<file path="src/rtl/axis_to_mii.sv">
// AXI-Stream byte source to MII transmit nibbles, low nibble first, with a
// forced inter-frame gap and underrun signalling via TX_ER.
module axis_to_mii #(
  parameter int IFG_NIBBLES = 24
) (
  input  logic       clock,
  input  logic       reset,
  input  logic [7:0] saxis_tdata,
  input  logic       saxis_tvalid,
  output logic       saxis_tready,
  input  logic       saxis_tlast,
  output logic [3:0] mii_d,
  output logic       mii_en,
  output logic       mii_er
);

  localparam int CW = (IFG_NIBBLES > 1) ? $clog2(IFG_NIBBLES) : 1;
  localparam logic [CW-1:0] GAP_LAST = CW'(IFG_NIBBLES - 1);

  typedef enum logic [2:0] {IDLE, LOW, HIGH, GAP, DISCARD} state_t;

  state_t        state;
  logic [7:0]    buf_q;     // byte whose nibbles are in flight (or the next one, in HIGH)
  logic          last_q;    // buf_q carries tlast
  logic          end_q;     // byte in HIGH was the frame's last
  logic          und_q;     // no byte arrived while LOW was offering ready
  logic [CW-1:0] gap_cnt;
  logic          ready_c;
  logic          accept;

  always_comb begin
    ready_c = 1'b0;
    unique case (state)
      IDLE:    ready_c = 1'b1;
      LOW:     ready_c = ~last_q;
      HIGH:    ready_c = 1'b0;
      GAP:     ready_c = (gap_cnt == GAP_LAST);
      DISCARD: ready_c = 1'b1;
      default: ready_c = 1'b0;
    endcase
  end

  // Reset gates ready combinationally so no byte is taken while it is held.
  assign saxis_tready = ready_c & ~reset;
  assign accept       = saxis_tvalid & saxis_tready;

  always_ff @(posedge clock) begin
    if (reset) begin
      state   <= IDLE;
      buf_q   <= '0;
      last_q  <= 1'b0;
      end_q   <= 1'b0;
      und_q   <= 1'b0;
      gap_cnt <= '0;
      mii_d   <= '0;
      mii_en  <= 1'b0;
      mii_er  <= 1'b0;
    end else begin
      mii_d  <= '0;
      mii_en <= 1'b0;
      mii_er <= 1'b0;
      unique case (state)
        IDLE: begin
          if (accept) begin
            state  <= LOW;
            mii_en <= 1'b1;
            mii_d  <= saxis_tdata[3:0];
            buf_q  <= saxis_tdata;
            last_q <= saxis_tlast;
          end
        end
        LOW: begin
          state  <= HIGH;
          mii_en <= 1'b1;
          mii_d  <= buf_q[7:4];
          end_q  <= last_q;
          und_q  <= 1'b0;
          if (!last_q) begin
            if (accept) begin
              buf_q  <= saxis_tdata;
              last_q <= saxis_tlast;
            end else begin
              und_q  <= 1'b1;
            end
          end
        end
        HIGH: begin
          if (end_q) begin
            state   <= GAP;
            gap_cnt <= '0;
          end else if (und_q) begin
            state  <= DISCARD;
            mii_en <= 1'b1;
            mii_er <= 1'b1;
          end else begin
            state  <= LOW;
            mii_en <= 1'b1;
            mii_d  <= buf_q[3:0];
          end
        end
        GAP: begin
          if (gap_cnt == GAP_LAST) begin
            if (accept) begin
              state  <= LOW;
              mii_en <= 1'b1;
              mii_d  <= saxis_tdata[3:0];
              buf_q  <= saxis_tdata;
              last_q <= saxis_tlast;
            end else begin
              state  <= IDLE;
            end
          end else begin
            gap_cnt <= gap_cnt + 1'b1;
          end
        end
        DISCARD: begin
          // Swallow the rest of the broken frame, then pay the full gap.
          if (accept && saxis_tlast) begin
            state   <= GAP;
            gap_cnt <= '0;
          end
        end
        default: state <= IDLE;
      endcase
    end
  end

endmodule

</file>
<file path="config.mk">
export PLATFORM = sky130hd
export DESIGN_NAME = axis_to_mii
export DESIGN_NICKNAME = d
export VERILOG_FILES = /design/src/rtl/axis_to_mii.sv
export SDC_FILE = /design/constraint.sdc
export NUM_CORES = 1
export LEC_CHECK = 0
export ABC_CLOCK_PERIOD_IN_PS = 1900
export CORE_UTILIZATION = 52
export CTS_CLUSTER_DIAMETER = 80
export DETAILED_ROUTE_END_ITERATION = 16
export HOLD_SLACK_MARGIN = 0.02
export PLACE_DENSITY = 0.79
export SLEW_MARGIN = 15
export SYNTH_ARGS = -nofsm -noshare
export SYNTH_HDL_FRONTEND = slang
export SYNTH_SLANG_ARGS = --single-unit
</file>
<file path="constraint.sdc">
create_clock -name clock -period 1.9 [get_ports clock]
set_clock_uncertainty 0.15 [all_clocks]
set_input_delay 0.285 -clock clock [delete_from_list [all_inputs] [get_ports clock]]
set_output_delay 0.285 -clock clock [all_outputs]
set_load 0.05 [all_outputs]
</file>
==> Yosys cells after proc, flatten, opt, wreduce, memory -nomap -nowiden <==
Index checks and enable logic that the tools add are counted.
{ "totals": {"out_inout_bits": 7, "regBits": 25, "input_bits": 12, "wordCells": 69} }
{ "classes": {"n_bitwise": 5, "muxes": 33, "n_addsub": 1, "n_reduce_logical": 10, "n_eq_ne": 11} }
{ "op_table": {"columns": ["operator", "n"], "rows": [
  ["2-to-1 mux 8 bit", 3],
  ["one-hot mux 8 bit (3 select lines)", 1],
  ["2-to-1 mux 4 bit", 4],
  ["one-hot mux 4 bit (4 select lines)", 1],
  ["2-to-1 mux 3 bit", 5],
  ["2-to-1 mux 5 bit", 3],
  ["one-hot mux 3 bit (5 select lines)", 1],
  ["one-hot mux 5 bit (3 select lines)", 1],
  ["!= test 2 bit (second input constant)", 6],
  ["2-to-1 mux 1 bit", 11],
  ["equality test 3 x 2 -> 1 bit (second input constant)", 2],
  ["one-hot mux 1 bit (3 select lines)", 2],
  ["AND reduction 3 bit", 2],
  ["nonzero test 3 bit", 2],
  ["adder 5 x 1 -> 5 bit (second input constant)", 1],
  ["equality test 5 bit (second input constant)", 1],
  ["one-hot mux 1 bit (4 select lines)", 1],
  ["AND reduction 4 bit", 1],
  ["equality test 3 x 1 -> 1 bit (second input constant)", 1],
  ["equality test 3 bit (second input constant)", 1],
  ["logical NOT 3 bit", 1],
  ["NOT 1 bit", 3],
  ["OR reduction 3 bit", 1],
  ["AND 1 bit", 2],
  ["3 further kinds", 3]
]} }

==> Depth between registers and ports, before layout <==
{ "logic_depth": {"word_depth": 8, "depth_mapped": 6, "depth_no_buf": 5} }

==> Worst setup path after synthesis <==
Ideal clock, no wire load.
{ "synth_timing": {"kind": "flip-flop to output port", "from": "reg gap_cnt[0]", "to": "out saxis_tready", "required_time_ps": 1465, "path_stages_with_launch": 6, "n_path_buf": 1, "slack_ps": -143, "t_arrival_ps": 1608, "cell_sequence": "dfxtp_1 ha_1 and4b_1 buf_2 a32oi_1 nor2_1"} }
{ "synth_via": {"elab_chain_len": 3} }
{ "synth_rtl": {"columns": ["item", "line", "rtl"], "rows": [
  ["start: declaration", "27", "logic [CW-1:0] gap_cnt;"],
  ["start signal: assignment", "113", "gap_cnt <= gap_cnt + 1'b1;"],
  ["equality test 5 bit", "37", "GAP: ready_c = (gap_cnt == GAP_LAST);"],
  ["one-hot mux 1 bit (3 select lines)", "33", "unique case (state)"],
  ["AND 1 bit", "44", "assign saxis_tready = ready_c & ~reset;"],
  ["end: declaration", "10", "output logic saxis_tready,"]
]} }
No other way between the ends.

==> Final worst setup path <==
{ "layout_timing": {"from": "reg gap_cnt[1]", "to": "out saxis_tready"} }
The elaborated chain is that of the path after synthesis.

==> metrics.md <==
| Metric | Value |
|---|---|
| Status | `finished, violations left` |
| Failing checks | `setup timing` |
| Antenna-violating nets left | `0` |
| First-pass GRT wire length | `~5.0 mm` |
| Synth cell types | `42` |
| Slew Viols, Final | `0` |
| Max incr delay on CP | `about 0.36 ns` |
| Num rows | `17` |
| Area of the multi-input gates | `~690 um2` |
| Worst path slowest cell | `dfxtp_2` |
| Peak supply drop | `522 uV` |
| Min Clock Period, post-route | `2.03 ns` |
| Pre-CTS WS | `-0.137 ns` |
| Post-synth EDFFs | `0` |
| # IOs | `19` |
| Drt wl/cell | `15.3 um` |
| Rel. slew slack | `0.660` |
| Fin crit share | `1.07` |
| Commonest non-fill, non-tap cells in the layout | `dfxtp_1 (21), a21oi_1 (15), buf_4 (15)` |
| N_diodes | `0` |
| H-tree Lvls | `1` |
| Reg area | `between 500 and 600 um2` |
| Crit-path cells | `ha_4 -> and4b_2 -> a32oi_2 -> nor2_2 -> buf_12` |
| Via count | `1206` |
| Grt total ovfl | `0` |
| Initial drt markers | `32` |
| Max Cap Viol | `0` |
| NumNets Final | `between 150 and 200` |
| Post-Syn Instances | `139` |
| Number of non-filler instances in the completed layout | `about 200` |
| Register area share after synthesis | `0.409` |
| YS warnings | `0` |
| Mean number of vias per cell | `roughly 6.2` |
| XOR/XNOR Fraction of Synth Area | `0.0143` |
| PwrDens | `about 800 nW/um2` |
| Clock sink total | `25` |
| Syn_nets | `roughly 150` |
| Fin worst setup slack | `-0.127 ns` |
| Die height | `50.5 um` |
| Port bufs | `18` |
| Placed Cells incl. Taps | `between 150 and 200` |
| Largest net degree at the start of global routing | `26` |
| Area Overhead vs Synth | `29.8%` |
| HPWL after DPL | `between 2 and 2.5 mm` |
| Asr flop ratio synth | `0` |
| Initial core utilization | `0.553` |
| Final wirelength | `around 3 mm` |
| #FFs+latches synth | `25` |
| Commonest non-fill, non-tap cell in the layout | `dfxtp_1` |
| Vias in the first global route | `roughly 1100` |
| DRC viols | `0` |
| CP Data Arrival Time | `between 1.5 and 2 ns` |
| Worst skew pair latency | `between 0.3 and 0.4 ns` |
| Pre-Repair DR Iteration Count | `4` |
| Worst-margin pin slew | `around 0.51 ns` |
| Final setup TNS | `-0.127 ns` |
| Die W | `50.5 um` |
| Crit path buffers/inverters | `1` |
| Core area | `2210 um2` |
| Post-synthesis average cell area | `approximately 8.8 um2` |
| Netlist Area Pre-Place | `around 1200 um2` |
| Simple-gate share of the synthesized area | `0.232` |
| Multiplexer share of the synthesized area | `0.0174` |
| CTS max path bufs | `2` |
| Unrepaired setup endpoints after global routing | `true` |
| Crit-path max FO | `2` |
| Initial antenna violation count | `0` |
| CTS tree | `done` |
| WS Path Type | `flip-flop to output port` |
| Main synth FF type | `dfxtp_1` |
| Total clock buffers created by CTS | `3` |
| All-layer global routing usage | `0.268` |
| Final GP Congestion | `~0.89` |
| Fmax | `between 400 and 500 MHz` |
| Largest family of logic cells by synthesized area | `compound AO/OA/AOI/OAI gates` |
| CP Capture Type | `output port` |
| Req. time, crit path | `between 1 and 1.5 ns` |
| Adder-cell share of the synthesized area | `0.0102` |
| # setup viols final | `1` |
| Worst-path clk slew | `about 0.14 ns` |
| CTS root buffer | `clkbuf_4` |
| Startpoint types | `flip-flop` |
| Endpoints failing hold | `0` |
| Static Leakage | `around 0.68 nW` |
| Share of cells above drive strength 1 | `0.214` |
| Pwr Total | `roughly 1.3 mW` |
| HP Class | `flip-flop to flip-flop` |
| Top delay family on crit path | `flip-flops` |
| Fill cell count | `173` |
| Die area | `around 2600 um2` |
| Hold WS | `between 0.3 and 0.4 ns` |
| Compound-cell area share of the yosys netlist | `0.270` |
[sequential cells by signal (all words and copies together) (netlist names), 3 cells and up]
signal and count:
buf_q 8, gap_cnt 5, mii_d 4, state 3
[report_power, final]
group / switching (mW) / leakage [nW] / total (mW) / internal (mW)
Combinational: 0.237 / 0.459 / 0.411 / 0.174
Sequential: 0.0385 / 0.205 / 0.604 / 0.566
Clock: 0.164 / 0.0150 / 0.246 / 0.0824
[worst paths after layout]
check / startpoint / endpoint / slack [ns] / cells past startpoint
setup / recovery: gap_cnt[1] / saxis_tready / -0.13 / 5
hold reg to reg: buf_q[2] / buf_q[2] / 0.34 / 2
hold / removal: buf_q[2] / buf_q[2] / 0.34 / 2
setup reg to reg: gap_cnt[1] / mii_en / 0.08 / 6
[repair_timing]
item                                   in CTS  in global routing
hold buffers                                0                  0
pin swaps                                   4                  0
endpoints found under the hold margin       0                  0
buffers inserted                            4                  0
resized for setup                           9                  7
setup endpoints to repair                   2                  7
[through the flow]
step / util / area [um2]
6_report: 0.718 / 1590
5_1_grt: 0.718 / 1590
4_1_cts: 0.712 / 1570
3_5_place_dp: 0.674 / 1490
3_3_place_gp: 0.674 / 1490
2_1_floorplan: - / 1230
[kinds of logic after synthesis]
kind of cell | after synthesis
flip-flops | 25
adder cells (fa/ha/maj) | 1
AND/OR/NAND/NOR | 45
XOR/XNOR | 2
buffers and inverters | 12
AO/OA/AOI/OAI | 52
multiplexers | 2
[routing by layer]
layer	vias to the layer above	global-route usage	wire, um
li1	581	-	-
met1	578	0.344	1380
met2	39	0.427	1430
met3	8	0.0424	111
met4	0	0.144	80
met5	-	0	0
[worst min-delay path, stage by stage (launching register included)]
cell and delay [ns]:
dfxtp_1 0.33, o21ai_0 0.06, a21oi_1 0.06
[synth_stat cells (all sizes together) (2+ instances only)]
master | count | area share
dfxtp | 25 | 0.41
a21oi | 15 | 0.061
o21ai | 14 | 0.057
nand3 | 13 | 0.053
nor2 | 9 | 0.028
a22oi | 5 | 0.031
buf | 5 | 0.026
a31oi | 4 | 0.020
inv | 4 | 0.012
nand2 | 4 | 0.012
o2bb2ai | 4 | 0.029
clkbuf | 3 | 0.0092
nor2b | 3 | 0.015
nor4b | 3 | 0.027
a31o | 2 | 0.014
nand2b | 2 | 0.010
nor3b | 2 | 0.020
[area by class of cell]
cell class,instances,share of cell area
Clock buffer,4,0.0165
Timing Repair Buffer,33,0.198
Tap cell,28,0.0221
Sequential cell,25,0.318
Multi-Input combinational cell,102,0.436
Inverter,4,0.00946
(Power assumes the default switching activity.)
